File: src/rtl/ped_crossing_ctrl_pkg.sv
// Shared definitions for the pedestrian crossing controller.
// Covers state codes, lamp-vector bit positions and the phase timer width.
package ped_crossing_ctrl_pkg;

  localparam int TIMER_W = 8;

  typedef logic [2:0] state_t;

  localparam state_t ST_ROAD_GO    = 3'd0;
  localparam state_t ST_ROAD_WARN  = 3'd1;
  localparam state_t ST_ALL_RED_1  = 3'd2;
  localparam state_t ST_PED_GO     = 3'd3;
  localparam state_t ST_PED_FLASH  = 3'd4;
  localparam state_t ST_ALL_RED_2  = 3'd5;
  localparam state_t ST_ROAD_READY = 3'd6;

  localparam int L_ROAD_RED    = 0;
  localparam int L_ROAD_YELLOW = 1;
  localparam int L_ROAD_GREEN  = 2;
  localparam int L_PED_RED     = 3;
  localparam int L_PED_GREEN   = 4;
  localparam int L_WAIT        = 5;
  localparam int N_LAMPS       = 6;

  // A phase of N ticks loads N-1, so it expires on the tick that sees zero.
  function automatic logic [TIMER_W-1:0] ticks_to_load(input int ticks);
    return TIMER_W'(ticks - 1);
  endfunction

endpackage

File: src/rtl/ped_crossing_ctrl_tick_gen.sv
// Timing-tick prescaler: counts 0..DIV-1 and pulses tick for one cycle at DIV-1.
// DIV must be at least 2.
module ped_crossing_ctrl_tick_gen #(
  parameter int DIV = 50_000_000
) (
  input  logic clk,
  input  logic rst,
  output logic tick
);

  localparam int CW = (DIV > 1) ? $clog2(DIV) : 1;

  logic [CW-1:0] cnt;

  assign tick = (cnt == CW'(DIV - 1));

  always_ff @(posedge clk) begin
    if (rst) begin
      cnt <= '0;
    end else if (tick) begin
      cnt <= '0;
    end else begin
      cnt <= cnt + 1'b1;
    end
  end

endmodule

File: src/rtl/ped_crossing_ctrl.sv
// Demand-driven pedestrian crossing sequencer: road-stop -> ped-go -> road-resume on tick timing.
// Define PED_FLASH_EN to add the flashing ped-green phase; otherwise ped-green stays steady for both intervals.
module ped_crossing_ctrl
  import ped_crossing_ctrl_pkg::*;
#(
  parameter int TICK_DIV     = 50_000_000,
  parameter int T_MIN_GREEN  = 10,
  parameter int T_YELLOW     = 3,
  parameter int T_ALL_RED    = 2,
  parameter int T_PED_GREEN  = 8,
  parameter int T_PED_FLASH  = 4,
  parameter int T_RED_YELLOW = 1
) (
  input  logic clk,
  input  logic rst,
  input  logic btn_a,
  input  logic btn_b,
  output logic ROAD_RED,
  output logic ROAD_YELLOW,
  output logic ROAD_GREEN,
  output logic PED_RED,
  output logic PED_GREEN,
  output logic WAIT_LAMP
);

  localparam logic [TIMER_W-1:0] LD_MIN_GREEN  = ticks_to_load(T_MIN_GREEN);
  localparam logic [TIMER_W-1:0] LD_YELLOW     = ticks_to_load(T_YELLOW);
  localparam logic [TIMER_W-1:0] LD_ALL_RED    = ticks_to_load(T_ALL_RED);
  localparam logic [TIMER_W-1:0] LD_RED_YELLOW = ticks_to_load(T_RED_YELLOW);
`ifdef PED_FLASH_EN
  localparam logic [TIMER_W-1:0] LD_PED_GO     = ticks_to_load(T_PED_GREEN);
  localparam logic [TIMER_W-1:0] LD_PED_FLASH  = ticks_to_load(T_PED_FLASH);
`else
  // Steady ped-green spans both intervals; their sum must fit the timer range.
  localparam logic [TIMER_W-1:0] LD_PED_GO     = ticks_to_load(T_PED_GREEN + T_PED_FLASH);
`endif

  logic               tick;
  state_t             state;
  state_t             nstate;
  logic [TIMER_W-1:0] timer;
  logic [TIMER_W-1:0] ld_val;
  logic               expire;
  logic               enter;
  logic               in_ped;
  logic [1:0]         sync_a;
  logic [1:0]         sync_b;
  logic               btn_q;
  logic               btn_d;
  logic               btn_rise;
  logic               req;
  logic [N_LAMPS-1:0] lamps;
`ifdef PED_FLASH_EN
  logic               flash;
`endif

  ped_crossing_ctrl_tick_gen #(
    .DIV (TICK_DIV)
  ) tick_gen (
    .clk  (clk),
    .rst  (rst),
    .tick (tick)
  );

  assign expire = tick && (timer == '0);
  assign enter  = (nstate != state);
  assign in_ped = (state == ST_PED_GO) || (state == ST_PED_FLASH);

  always_ff @(posedge clk) begin
    if (rst) begin
      state <= ST_ALL_RED_2;
    end else begin
      state <= nstate;
    end
  end

  always_comb begin
    nstate = state;
    if (expire) begin
      case (state)
        ST_ROAD_GO:    if (req) nstate = ST_ROAD_WARN;
        ST_ROAD_WARN:  nstate = ST_ALL_RED_1;
        ST_ALL_RED_1:  nstate = ST_PED_GO;
`ifdef PED_FLASH_EN
        ST_PED_GO:     nstate = ST_PED_FLASH;
        ST_PED_FLASH:  nstate = ST_ALL_RED_2;
`else
        ST_PED_GO:     nstate = ST_ALL_RED_2;
`endif
        ST_ALL_RED_2:  nstate = ST_ROAD_READY;
        ST_ROAD_READY: nstate = ST_ROAD_GO;
        default:       nstate = ST_ALL_RED_2;
      endcase
    end
  end

  always_comb begin
    ld_val = LD_ALL_RED;
    case (nstate)
      ST_ROAD_GO:    ld_val = LD_MIN_GREEN;
      ST_ROAD_WARN:  ld_val = LD_YELLOW;
      ST_PED_GO:     ld_val = LD_PED_GO;
`ifdef PED_FLASH_EN
      ST_PED_FLASH:  ld_val = LD_PED_FLASH;
`endif
      ST_ROAD_READY: ld_val = LD_RED_YELLOW;
      default:       ld_val = LD_ALL_RED;
    endcase
  end

  // Saturating at zero lets road-green wait indefinitely for demand.
  always_ff @(posedge clk) begin
    if (rst) begin
      timer <= LD_ALL_RED;
    end else if (enter) begin
      timer <= ld_val;
    end else if (tick && (timer != '0)) begin
      timer <= timer - 1'b1;
    end
  end

`ifdef PED_FLASH_EN
  always_ff @(posedge clk) begin
    if (rst) begin
      flash <= 1'b0;
    end else if (enter && (nstate == ST_PED_FLASH)) begin
      flash <= 1'b1;
    end else if ((state == ST_PED_FLASH) && tick) begin
      flash <= ~flash;
    end
  end
`endif

  // Buttons are synchronised separately, merged, then edge-detected so a held press counts once.
  always_ff @(posedge clk) begin
    if (rst) begin
      sync_a <= '0;
      sync_b <= '0;
      btn_q  <= 1'b0;
      btn_d  <= 1'b0;
    end else begin
      sync_a <= {sync_a[0], btn_a};
      sync_b <= {sync_b[0], btn_b};
      btn_q  <= sync_a[1] | sync_b[1];
      btn_d  <= btn_q;
    end
  end

  assign btn_rise = btn_q & ~btn_d;

  always_ff @(posedge clk) begin
    if (rst) begin
      req <= 1'b0;
    end else if (enter && (nstate == ST_PED_GO)) begin
      req <= 1'b0;
    end else if (btn_rise && !in_ped) begin
      req <= 1'b1;
    end
  end

  always_comb begin
    lamps = '0;
    case (state)
      ST_ROAD_GO: begin
        lamps[L_ROAD_GREEN] = 1'b1;
        lamps[L_PED_RED]    = 1'b1;
      end
      ST_ROAD_WARN: begin
        lamps[L_ROAD_YELLOW] = 1'b1;
        lamps[L_PED_RED]     = 1'b1;
      end
      ST_PED_GO: begin
        lamps[L_ROAD_RED]  = 1'b1;
        lamps[L_PED_GREEN] = 1'b1;
      end
`ifdef PED_FLASH_EN
      ST_PED_FLASH: begin
        lamps[L_ROAD_RED]  = 1'b1;
        lamps[L_PED_GREEN] = flash;
      end
`endif
      ST_ROAD_READY: begin
        lamps[L_ROAD_RED]    = 1'b1;
        lamps[L_ROAD_YELLOW] = 1'b1;
        lamps[L_PED_RED]     = 1'b1;
      end
      default: begin
        lamps[L_ROAD_RED] = 1'b1;
        lamps[L_PED_RED]  = 1'b1;
      end
    endcase
    lamps[L_WAIT] = req;
  end

  assign ROAD_RED    = lamps[L_ROAD_RED];
  assign ROAD_YELLOW = lamps[L_ROAD_YELLOW];
  assign ROAD_GREEN  = lamps[L_ROAD_GREEN];
  assign PED_RED     = lamps[L_PED_RED];
  assign PED_GREEN   = lamps[L_PED_GREEN];
  assign WAIT_LAMP   = lamps[L_WAIT];

endmodule

File: config.mk
export PLATFORM = sky130hd
export DESIGN_NAME = ped_crossing_ctrl
export DESIGN_NICKNAME = d
export VERILOG_FILES = /design/src/rtl/ped_crossing_ctrl_pkg.sv /design/src/rtl/ped_crossing_ctrl_tick_gen.sv /design/src/rtl/ped_crossing_ctrl.sv
export SDC_FILE = /design/constraint.sdc
export NUM_CORES = 1
export LEC_CHECK = 0
export ABC_AREA = 1
export BUFFER_PORTS_ARGS = -buffer_cell sky130_fd_sc_hd__buf_2
export CORE_ASPECT_RATIO = 1.1
export CORE_MARGIN = 2
export CORE_UTILIZATION = 30
export CTS_CLUSTER_SIZE = 25
export DETAILED_ROUTE_END_ITERATION = 16
export PLACE_DENSITY = 0.51
export SETUP_SLACK_MARGIN = 0.15
export SYNTH_ARGS = -nofsm -noshare
export SYNTH_HDL_FRONTEND = slang
export SYNTH_SLANG_ARGS = --single-unit
File: constraint.sdc
create_clock -name clk -period 6.4 [get_ports clk]
set_clock_uncertainty 0.2 [all_clocks]
set_input_delay 0.96 -clock clk [delete_from_list [all_inputs] [get_ports clk]]
set_output_delay 0.96 -clock clk [all_outputs]
set_load 0.05 [all_outputs]
== Word-level counts from Yosys, hierarchy flattened ==
Index checks and enable logic that the tools add are counted.

* Reduce and logical (&&, ||, !) cells: 15
* Multiplexer cells: 11
* Bitwise operators: 3
* Equality and inequality tests: 11
* $add $sub $neg: 2

{| class="wikitable"
|+ Operators with widths
! kind !! count
|-
| $add A26 B1 Y26 const B || 1
|-
| $eq A26 B26 Y1 const B || 1
|-
| $mux W8 || 2
|-
| $pmux W4 S4 || 1
|-
| $pmux W3 S5 || 1
|-
| $eq A3 B3 Y1 const B || 4
|-
| $eq A3 B2 Y1 const B || 3
|-
| $logic_not A8 Y1 || 1
|-
| $reduce_bool A8 Y1 || 1
|-
| $reduce_or A2 Y1 || 4
|-
| $sub A8 B1 Y8 const B || 1
|-
| $eq A3 B1 Y1 const B || 2
|-
| $logic_not A3 Y1 || 2
|-
| $mux W3 || 2
|-
| $mux W1 || 5
|-
| $logic_and A1 B1 Y1 || 4
|-
| $ne A3 B3 Y1 || 1
|-
| $reduce_bool A2 Y1 || 1
|-
| $and A1 B1 Y1 || 1
|-
| $logic_not A1 Y1 || 1
|-
| $logic_or A1 B1 Y1 || 1
|-
| $not A1 Y1 || 1
|-
| $or A1 B1 Y1 || 1
|}

* Flip-flop bits (word level): 44
* Logic and storage cells: 50

== Longest topological paths before layout ==
Gate-level depths: netlist of run 1.

* Word-level depth: 6
* Depth in mapped cells: 15
* Depth with buffers taken out: 15

== By module ==
Synthesis of run 1 repeated with hierarchy kept, for this count alone.

* Cells, all modules: 379
* Area, all modules: 2544.9 um^2

{| class="wikitable"
|+ Modules (own cells, without submodules)
! module !! sequential area each (um^2) !! instances !! area each (um^2) !! cells an instance
|-
| ped_crossing_ctrl_tick_gen || 520.5 || 1 || 1415.1 || 219
|-
| ped_crossing_ctrl || 360.3 || 1 || 1129.8 || 160
|}

== Worst setup path after synthesis of run 1 ==
No wires, ideal clock.

* Path kind: register to output
* Start: reg state[1]
* End: out ROAD_RED
* Cell stages (with the launch flop): 4
* Path slack: 3407 ps
* Arrival time: 1833 ps
* Path through: dfxtp_1 -> inv_1 -> ha_1 -> o21ai_0

* Cells in the longest elaborated chain, start to end: 3

{| class="wikitable"
|+ RTL lines
! element !! line !! source
|-
| start: declaration || ped_crossing_ctrl.sv:39 || <nowiki>state_t state;</nowiki>
|-
| start signal: assignment || ped_crossing_ctrl.sv:73 || <nowiki>state <= nstate;</nowiki>
|-
| $eq A3 B1 Y1 / $logic_not A3 Y1 (equally long branches) || ped_crossing_ctrl.sv:163 || <nowiki>case (state)</nowiki>
|-
| $reduce_or A2 Y1 (no source line) (*) || n/a ||
|-
| $mux W1 (*) || ped_crossing_ctrl.sv:163 ||
|-
| end: declaration || ped_crossing_ctrl.sv:18 || <nowiki>output logic ROAD_RED,</nowiki>
|}

Mark *: on every way between the ends. The rest lies on a longest branch, timed or not.

== Worst setup path after layout of run 1 ==
Same ends and word-level chain as after synthesis.

==> out/metrics.yaml, run 1 <==
wl_um: 5815
routed-via-count: 2387
drive_gt1_frac: 0.1235
ys_warn_count: 0
gr-total-overflow: 0
drt_iter0_drc: 70
drcViolationCount: 0
core_area_um2: 8496
cp_data_arrival_time_ps: 1630
start_kind: "flop"
synth_xor_area_frac: 0.03962
synth_top_family_by_area: "simple AND/OR/NAND/NOR gates"
io_buffers: 9
final_nets: 422
cpPeakStageDelay_ps: 490
synth_flop_cell: "dfxtp_1"
die_w_um: 93.66
relSlewSlack: 0.6417
slew_violations: 0
syn_avg_cell_area_um2: 6.582
ant_nets: 0
cts_hold_buf: 0
rows: 35
yosys-mux-area-fraction: 0
path_cells: "inv_1, ha_1, o21ai_0, buf_2"
io_pins: 10
holdCritPathClass: "reg -> reg"
ys_ff_latch: 44
path_depth: 4
firstDrtPassIters: 4
clock.fmax_mhz: 358.8
tightest_slew_ps: 532.6
crit_family: "flip-flops"
root_buffer: "clkbuf_8"
total_power_uw: 518.8
synthCells: 403
syn_to_final_growth_pct: 9.340
min_period_ps: 2787
min_period_over_period: 0.4355
antenna_found_initial: 0
finalSetupTns_ps: 0
grt_pass1_wl_um: 10050
cts_tree: "done"
h-tree-depth: 2
hold_violations: 0
path_clk_slew_ps: 90
clk_latency_ps: 300
hold_path_depth: 2
cpMaxStageDelayCell: "dfxtp_1"
clockBufferDepth: 2
start_util: 0.3122
worstPathRequired_ps: 5240
die-area_um2: 9611
path_class: "reg -> out"
cts_sinks: 44
drv_cap: 0
wl_per_cell_um: 11.10
grtUsageTotal: 0.1304
powerDensity_nw_per_um2: 178.9
synthAdderAreaFrac: 0.02830
chipHeight_um: 102.6
crit_fanout: 8
synthArstFlopShare: 0
place_hpwl_um: 4526
synth_nets: 413
reg2reg_depth: 15
rsz0062_at_grt: "false"
cts.repair.resized: 0
yosys.area_share.simple: 0.4274
insertedDiodeCount: 0
seq_area_frac_synth: 0.3321
numCtsBuffers: 5
worst_setup_path_end_kind: "output pin"
netlist_area_um2: 2653
grt_pass1_vias: 2200
vias_per_cell: 4.555
ir_drop_mv: 0.1005
synth_edf_count: 0
outcome: "complete, no violations"
synth_cell_types: 37
place.gp.congestion: 0.8031
grt_max_degree: 19
setup_viol: 0
post_cts_buffers: 0
leakage_uw: 0.001211
synth-compound-area-share: 0.05991
cp_num_buf_inv: 2
-- cell type report --
| class | count | area (µm²) |
|---|---|---|
| flip-flops and latches | 44 | 880.8 |
| multi-input cells | 286 | 1473 |
| well taps | 111 | 138.9 |
| fillers | 955 | 5595 |
| repair buffers | 9 | 45.04 |
| inverters | 66 | 247.7 |
| clock buffers | 5 | 68.82 |
| clock inverters | 3 | 46.29 |
-- tightest hold or removal path: stages, from the launching register on --
cell	delay, ps
dfxtp_1	300
inv_1	40
nor2_1	30
-- final timing paths --
check	from	to	slack [ps]
worst max-delay path	state[1]$_SDFF_PP0_	ROAD_RED	3610
worst min-delay path	sync_b[0]$_SDFF_PP0_	sync_b[1]$_SDFF_PP0_	210
worst max register to register	state[1]$_SDFF_PP0_	timer[3]$_SDFFE_PP0P_	4010
worst min register to register	sync_b[0]$_SDFF_PP0_	sync_b[1]$_SDFF_PP0_	210
-- cell usage in the layout, fill, tap and decap left out --
| master | synthesis | layout |
|---|---|---|
| nand4_1 | 13 | 13 |
| nor2_4 | 5 | 5 |
| nand2_1 | 81 | 81 |
| and2_1 | 1 | 1 |
| nor2_2 | 7 | 7 |
| and3_1 | 3 | 3 |
| o21ai_0 | 9 | 9 |
| nor3_4 | 1 | 1 |
| nor4b_1 | 1 | 1 |
| nor3_2 | 2 | 2 |
| ha_1 | 6 | 6 |
| nand3_2 | 4 | 4 |
| a21o_1 | 2 | 2 |
| or2_1 | 1 | 1 |
| dfxtp_1 | 44 | 44 |
| nand2_2 | 5 | 5 |
| o21a_1 | 2 | 2 |
| nand3_1 | 29 | 29 |
| buf_2 | 2 | 9 |
| clkinvlp_4 | 0 | 1 |
| inv_1 | 56 | 56 |
| xor2_1 | 10 | 10 |
| a31o_2 | 1 | 1 |
| clkinv_1 | 2 | 2 |
| o21bai_1 | 1 | 1 |
| xnor2_1 | 2 | 2 |
| nor3_1 | 11 | 11 |
| nor3b_1 | 2 | 2 |
| bufinv_16 | 0 | 1 |
| a21oi_1 | 11 | 11 |
| o211ai_1 | 1 | 1 |
| inv_2 | 8 | 8 |
| inv_6 | 0 | 1 |
| nor2_1 | 71 | 71 |
| or2_2 | 1 | 1 |
| nor4_1 | 2 | 2 |
| o21ai_1 | 1 | 1 |
| clkbuf_8 | 0 | 5 |
-- through the flow --
step	cells	setup slack (ps)	cell area [µm²]	util	hold WS, ps
floorplan	403	3407	2653	-	188.3
global placement	516	3769	2785	0.3278	191.4
detailed placement	516	3759	2785	0.3278	196.0
CTS	524	3604	2900	0.3414	209.7
global route	524	3488	2900	0.3414	226.3
finish	524	3613	2900	0.3414	205.8
-- cell families (layout without fill, tap and decap cells) --
kind of cell,Yosys count,in the layout
flops,44,44
fa+ha+maj,6,6
xor+xnor,12,12
simple gates,240,240
compound gates,28,28
buf+inv,73,83
-- layer usage --
layer	track usage	part of all wire	up-vias
li1	-	-	1283
met1	0.1648	0.50	1070
met3	0.02412	0.019	10
met5	0	0	-
met2	0.2247	0.46	24
met4	0.04459	0.018	0
-- registers in the layout, indices dropped and copies added (netlist names) --
signal and cells:
sync_a 2, btn_q 1, WAIT_LAMP 1, tick_gen.cnt 26, timer 8, sync_b 2
btn_d 1, state 3
-- synthesized netlist by cell type, drive strengths merged, types with 2 or more instances --
cell type,number,area (µm²)
buf,6,47.54
xor2,10,87.58
or2,2,12.52
xnor2,2,17.52
dfxtp,44,880.8
a21oi,11,55.05
nor3,14,91.34
nor2,83,366.6
nor4,2,12.51
nand3,33,185.2
nor3b,2,15.01
ha,6,75.07
a21o,2,15.01
and3,3,18.77
nand2,86,335.3
o21a,2,15.01
clkinv,2,7.510
nand4,13,81.33
inv,64,240.2
o21ai,10,50.04
-- power breakdown --
group          switching, µW  total, µW  internal, µW
combinational           10.9       15.2          4.36
clock                    107        225           118
sequential              1.93        279           277
No activity file was read; power rests on OpenSTA's default activity.
==> inputs of run 2 (changes only) <==
==> constraint.sdc (replaced) <==
create_clock -name clk -period 2.9 [get_ports clk]
set_clock_uncertainty 0.2 [all_clocks]
set_input_delay 0.435 -clock clk [delete_from_list [all_inputs] [get_ports clk]]
set_output_delay 0.435 -clock clk [all_outputs]
set_load 0.05 [all_outputs]
==> run 2 against run 1 <==
Against the previous run: setup slack worse by 3000 ps; combinational power up 130%; critical path depth up 11; core utilization down 0.088 points; wire length up 0.50%; die area unchanged; via count down 0.50%; critical path type is now reg -> reg.
==> out/metrics.yaml, run 2 (synthesis gave the netlist of run 1 again) <==
outcome: "complete, no violations"
total_power_uw: 1052
rows: 35
io_pins: 10
cp_data_arrival_time_ps: 2330
clk_latency_ps: 300
rsz0062_at_grt: "false"
min_period_over_period: 0.8025
path_clk_slew_ps: 90
path_cells: "inv_1, ha_1, nand2_1, nor2_1, inv_1, nor2_2, nand3_1, nand2_1, nand2_2, nand3_1, nand2_1, nand2_1, nand2_1, nor2_1, nor2_1"
vias_per_cell: 4.515
die_w_um: 93.66
r2r-start: "timer[0]$_SDFFE_PP1P_"
insertedDiodeCount: 0
instances_no_fill: 526
drv_cap: 0
final_nets: 424
slew_violations: 0
crit_family: "simple AND/OR/NAND/NOR gates"
drt_iter0_drc: 109
start_util: 0.3122
grt_max_degree: 18
reg2reg_depth: 15
grtUsageTotal: 0.1375
core_area_um2: 8496
die-area_um2: 9611
largest_reg_flops: 26
place_hpwl_um: 4507
wl_per_cell_um: 11.11
crit_path_start: "timer[0]$_SDFFE_PP1P_"
cpPeakStageDelay_ps: 390
place.gp.congestion: 0.8127
routed-via-count: 2375
cts.repair.resized: 0
min_period_ps: 2327
worst_setup_path_end_kind: "flop"
leakage_uw: 0.001207
wl_um: 5844
syn_to_final_growth_pct: 9.056
cp_common_cell: "nand2_1"
dpl.cell_count: 518
drcViolationCount: 0
io_buffers: 9
h-tree-depth: 2
gr-total-overflow: 0
path_depth: 15
fill_cells: 955
post-route-util: 0.3405
crit_fanout: 12
start_kind: "flop"
final_cell_mix: "nand2_1 (81), nor2_1 (71), inv_1 (56)"
hold_slack_ps: 126.3
ant_nets: 0
holdCritPathClass: "in -> reg"
worstPathRequired_ps: 2900
post_cts_buffers: 0
grt_pass1_vias: 2337
cpMaxStageDelayCell: "nor2_2"
chipHeight_um: 102.6
layout_commonest_cell: "nand2_1"
antenna_found_initial: 0
relSlewSlack: 0.6394
crit_path_end: "timer[3]$_SDFFE_PP0P_"
tightest_slew_ps: 533.4
root_buffer: "clkbuf_8"
setup_viol: 0
numCtsBuffers: 5
cp_num_buf_inv: 2
grt_pass1_wl_um: 10650
clockBufferDepth: 2
path_class: "reg -> reg"
powerDensity_nw_per_um2: 363.7
firstDrtPassIters: 4
rrSetupSlack_ps: 570
largestRegisters: "tick_gen.cnt x26, timer x8, state x3"
largest_register: "tick_gen.cnt"
clock.fmax_mhz: 429.7
cts_hold_buf: 0
cts_sinks: 44
cts_tree: "done"
r2r-end: "timer[3]$_SDFFE_PP0P_"
ir_drop_mv: 0.1918
drive_gt1_frac: 0.1277
hold_violations: 0
finalSetupTns_ps: 0
-- run 2: metrics by stage --
step                      area (µm²)  worst slack (ps)
after global routing            2893             307.6
final                           2893             572.7
after CTS                       2893             545.7
after floorplan                 2653             294.1
after detailed placement        2800             584.1
after global placement          2800             514.0
-- run 2: area by class of cell --
class,count,area (µm²),area share
Multi-Input combinational cell,286,1473,0.5091
Clock inverter,3,23.77,0.008218
Sequential cell,44,880.8,0.3045
Inverter,66,247.7,0.08564
Timing Repair Buffer,11,60.06,0.02076
Clock buffer,5,68.82,0.02379
Tap cell,111,138.9,0.04801
-- run 2: worst min path at each step --
stage	startpoint	end	slack [ps]	cells past startpoint
2_1_floorplan	sync_a[0]$_SDFF_PP0_	sync_a[1]$_SDFF_PP0_	190	2
6_report	btn_a	sync_a[0]$_SDFF_PP0_	130	3
4_1_cts	btn_a	sync_a[0]$_SDFF_PP0_	110	3
3_5_place_dp	sync_a[0]$_SDFF_PP0_	sync_a[1]$_SDFF_PP0_	200	2
3_3_place_gp	sync_a[0]$_SDFF_PP0_	sync_a[1]$_SDFF_PP0_	190	2
5_1_grt	btn_a	sync_a[0]$_SDFF_PP0_	110	3
-- run 2: worst register-to-register path, cell delays in order (launching register included) --
cell and delay (ps):
dfxtp_1 330, inv_1 70, ha_1 170, nand2_1 60, nor2_1 120, inv_1 80
nor2_2 390, nand3_1 230, nand2_1 140, nand2_2 90, nand3_1 70, nand2_1 50
nand2_1 60, nand2_1 50, nor2_1 80, nor2_1 40
-- run 2: power breakdown --
| group | internal, µW | total (µW) | switching [µW] | leakage [µW] |
|---|---|---|---|---|
| Sequential | 612 | 616 | 4.32 | 0.000356 |
| Clock | 171 | 401 | 230 | 0.0000404 |
| Combinational | 10.5 | 35.5 | 25.0 | 0.000810 |
| Total | 793 | 1050 | 259 | 0.00121 |
-- run 2: per-layer routing --
metal	vias to the layer above	part of all wire	GRT usage	routed length, µm
li1	1291	-	-	-
met1	1048	0.51	0.1792	2964
met2	28	0.45	0.2274	2629
met3	8	0.024	0.02485	140
met4	0	0.019	0.05351	109
met5	-	0	0	0
==> inputs of run 3 (changes only) <==
--- a/config.mk
+++ b/config.mk
@@ -12,7 +12,7 @@
 export CORE_UTILIZATION = 30
 export CTS_CLUSTER_SIZE = 25
 export DETAILED_ROUTE_END_ITERATION = 16
-export PLACE_DENSITY = 0.51
+export PLACE_DENSITY = 0.52
 export SETUP_SLACK_MARGIN = 0.15
 export SYNTH_ARGS = -nofsm -noshare
 export SYNTH_HDL_FRONTEND = slang
==> constraint.sdc (replaced) <==
create_clock -name clk -period 2 [get_ports clk]
set_clock_uncertainty 0.2 [all_clocks]
set_input_delay 0.3 -clock clk [delete_from_list [all_inputs] [get_ports clk]]
set_output_delay 0.3 -clock clk [all_outputs]
set_load 0.05 [all_outputs]
==> run 3 against run 2 <==
Against the previous run: the run now ends with setup timing left; critical path type unchanged; global-route usage up 1.4 points; register-to-register slack worse by 620 ps; largest cell class unchanged; sequential power up 45%; cell count up 14%.
==> out/metrics.yaml, run 3 (synthesis gave the netlist of run 1 again) <==
outcome: "finished with violations"
violations: "setup timing"
firstDrtPassIters: 4
multi_input_area_um2: 1941
grt_pass1_vias: 2688
clockBufferDepth: 2
tightest_slew_ps: 550.8
die-area_um2: 9611
seqCellArea_um2: 908.4
final_cell_mix: "nand2_1 (63), buf_4 (58), nor2_1 (47)"
numCtsBuffers: 5
wl_per_cell_um: 11.90
root_buffer: "clkbuf_8"
hold_slack_ps: 7.017
drv_cap: 0
grt_pass1_wl_um: 11820
place_hpwl_um: 5043
clock.fmax_mhz: 489.1
path_class: "reg -> reg"
min_period_over_period: 1.022
clk_latency_ps: 300
ir_drop_mv: 0.3294
cp_common_cell: "nor2_2"
insertedDiodeCount: 0
fill_cells: 846
rows: 35
holdCritPathClass: "in -> reg"
hold_violations: 0
layout_commonest_cell: "nand2_1"
core_area_um2: 8496
total_power_uw: 1624
path_cells: "inv_2, ha_4, nand2_2, nor2_2, inv_1, nor2_2, buf_6, nand3_4, nand2_2, nand2_1, or2_1, nand2_1, inv_1, nor2_2"
h-tree-depth: 2
drt_iter0_drc: 66
drcViolationCount: 0
vias_per_cell: 4.622
worst_setup_path_end_kind: "flop"
syn_to_final_growth_pct: 54.01
largest_register: "tick_gen.cnt"
place.gp.congestion: 0.8198
antenna_found_initial: 0
rsz0062_at_grt: "true"
start_kind: "flop"
gr-total-overflow: 0
largest_reg_flops: 26
worstPathRequired_ps: 2030
chipHeight_um: 102.6
cts_tree: "done"
ant_nets: 0
drive_gt1_frac: 0.4796
setup_viol: 2
io_pins: 10
powerDensity_nw_per_um2: 397.5
crit_fanout: 6
path_clk_slew_ps: 90
cts_sinks: 44
slew_violations: 0
die_w_um: 93.66
post-route-util: 0.4809
final_nets: 499
cpMaxStageDelayCell: "dfxtp_2"
cpPeakStageDelay_ps: 330
leakage_uw: 0.001723
grt_max_degree: 16
min_period_ps: 2045
relSlewSlack: 0.6300
grtUsageTotal: 0.1514
start_util: 0.3122
routed-via-count: 2778
cp_data_arrival_time_ps: 2080
layout_setup_ws_ps: -44.60
largestRegisters: "tick_gen.cnt x26, timer x8, state x3"
wl_um: 7151
io_buffers: 9
[run 3: layout make-up]
| type | instances | share of cell area |
|---|---|---|
| Multi-Input combinational cell | 286 | 0.4750 |
| Sequential cell | 44 | 0.2224 |
| Timing Repair Buffer | 86 | 0.1764 |
| Inverter | 66 | 0.06646 |
| Tap cell | 111 | 0.03400 |
| Clock buffer | 6 | 0.02297 |
| Clock inverter | 2 | 0.002757 |
[run 3: metal layers]
metal,vias up,share of wire,GRT usage
li1,1447,-,-
met1,1279,0.46,0.1843
met2,38,0.50,0.2678
met3,14,0.021,0.02632
met4,0,0.023,0.05797
met5,-,0,0
[run 3: what timing repair did]
| action | CTS | global route |
|---|---|---|
| hold buffers | 1 | 0 |
| setup endpoints to repair | 23 | 41 |
| setup buffers | 15 | 8 |
| pin swaps | 35 | 29 |
| hold endpoints to repair | 1 | 0 |
| resized for setup | 73 | 94 |
| cloned | 1 | 0 |
[run 3: final timing paths]
| path | endpoint | cells after the start | slack (ps) | from |
|---|---|---|---|---|
| worst max-delay path | timer[1]$_SDFFE_PP0P_ | 14 | -40 | timer[0]$_SDFFE_PP1P_ |
| worst min-delay path | sync_b[0]$_SDFF_PP0_ | 3 | 7 | btn_b |
| worst min register to register | sync_b[1]$_SDFF_PP0_ | 2 | 200 | sync_b[0]$_SDFF_PP0_ |
| worst max register to register | timer[1]$_SDFFE_PP0P_ | 14 | -40 | timer[0]$_SDFFE_PP1P_ |
[run 3: where the power goes]
| group | internal [µW] | leakage (µW) | switching [µW] |
|---|---|---|---|
| sequential | 884 | 0.000363 | 8.27 |
| combinational | 36.2 | 0.00130 | 50.0 |
| clock | 321 | 0.0000566 | 325 |
[run 3: worst max-delay path: cells and delay by family, from the launching register on]
family        cells  cell delay [ps]
buf+inv           4              360
simple gates      9              960
fa+ha+maj         1              140
flops             1              330
[run 3: metrics by stage]
stage,worst slack (ps),setup TNS [ps],area (µm²),cells
finish,-44.60,-52.81,4085,601
global route,-135.8,-929.3,4085,601
CTS,-4.399,-4.399,3682,593
detailed placement,-85.51,-278.6,3226,568
global placement,-9.702,-9.702,3226,568
floorplan,-57.14,-111.1,2703,403
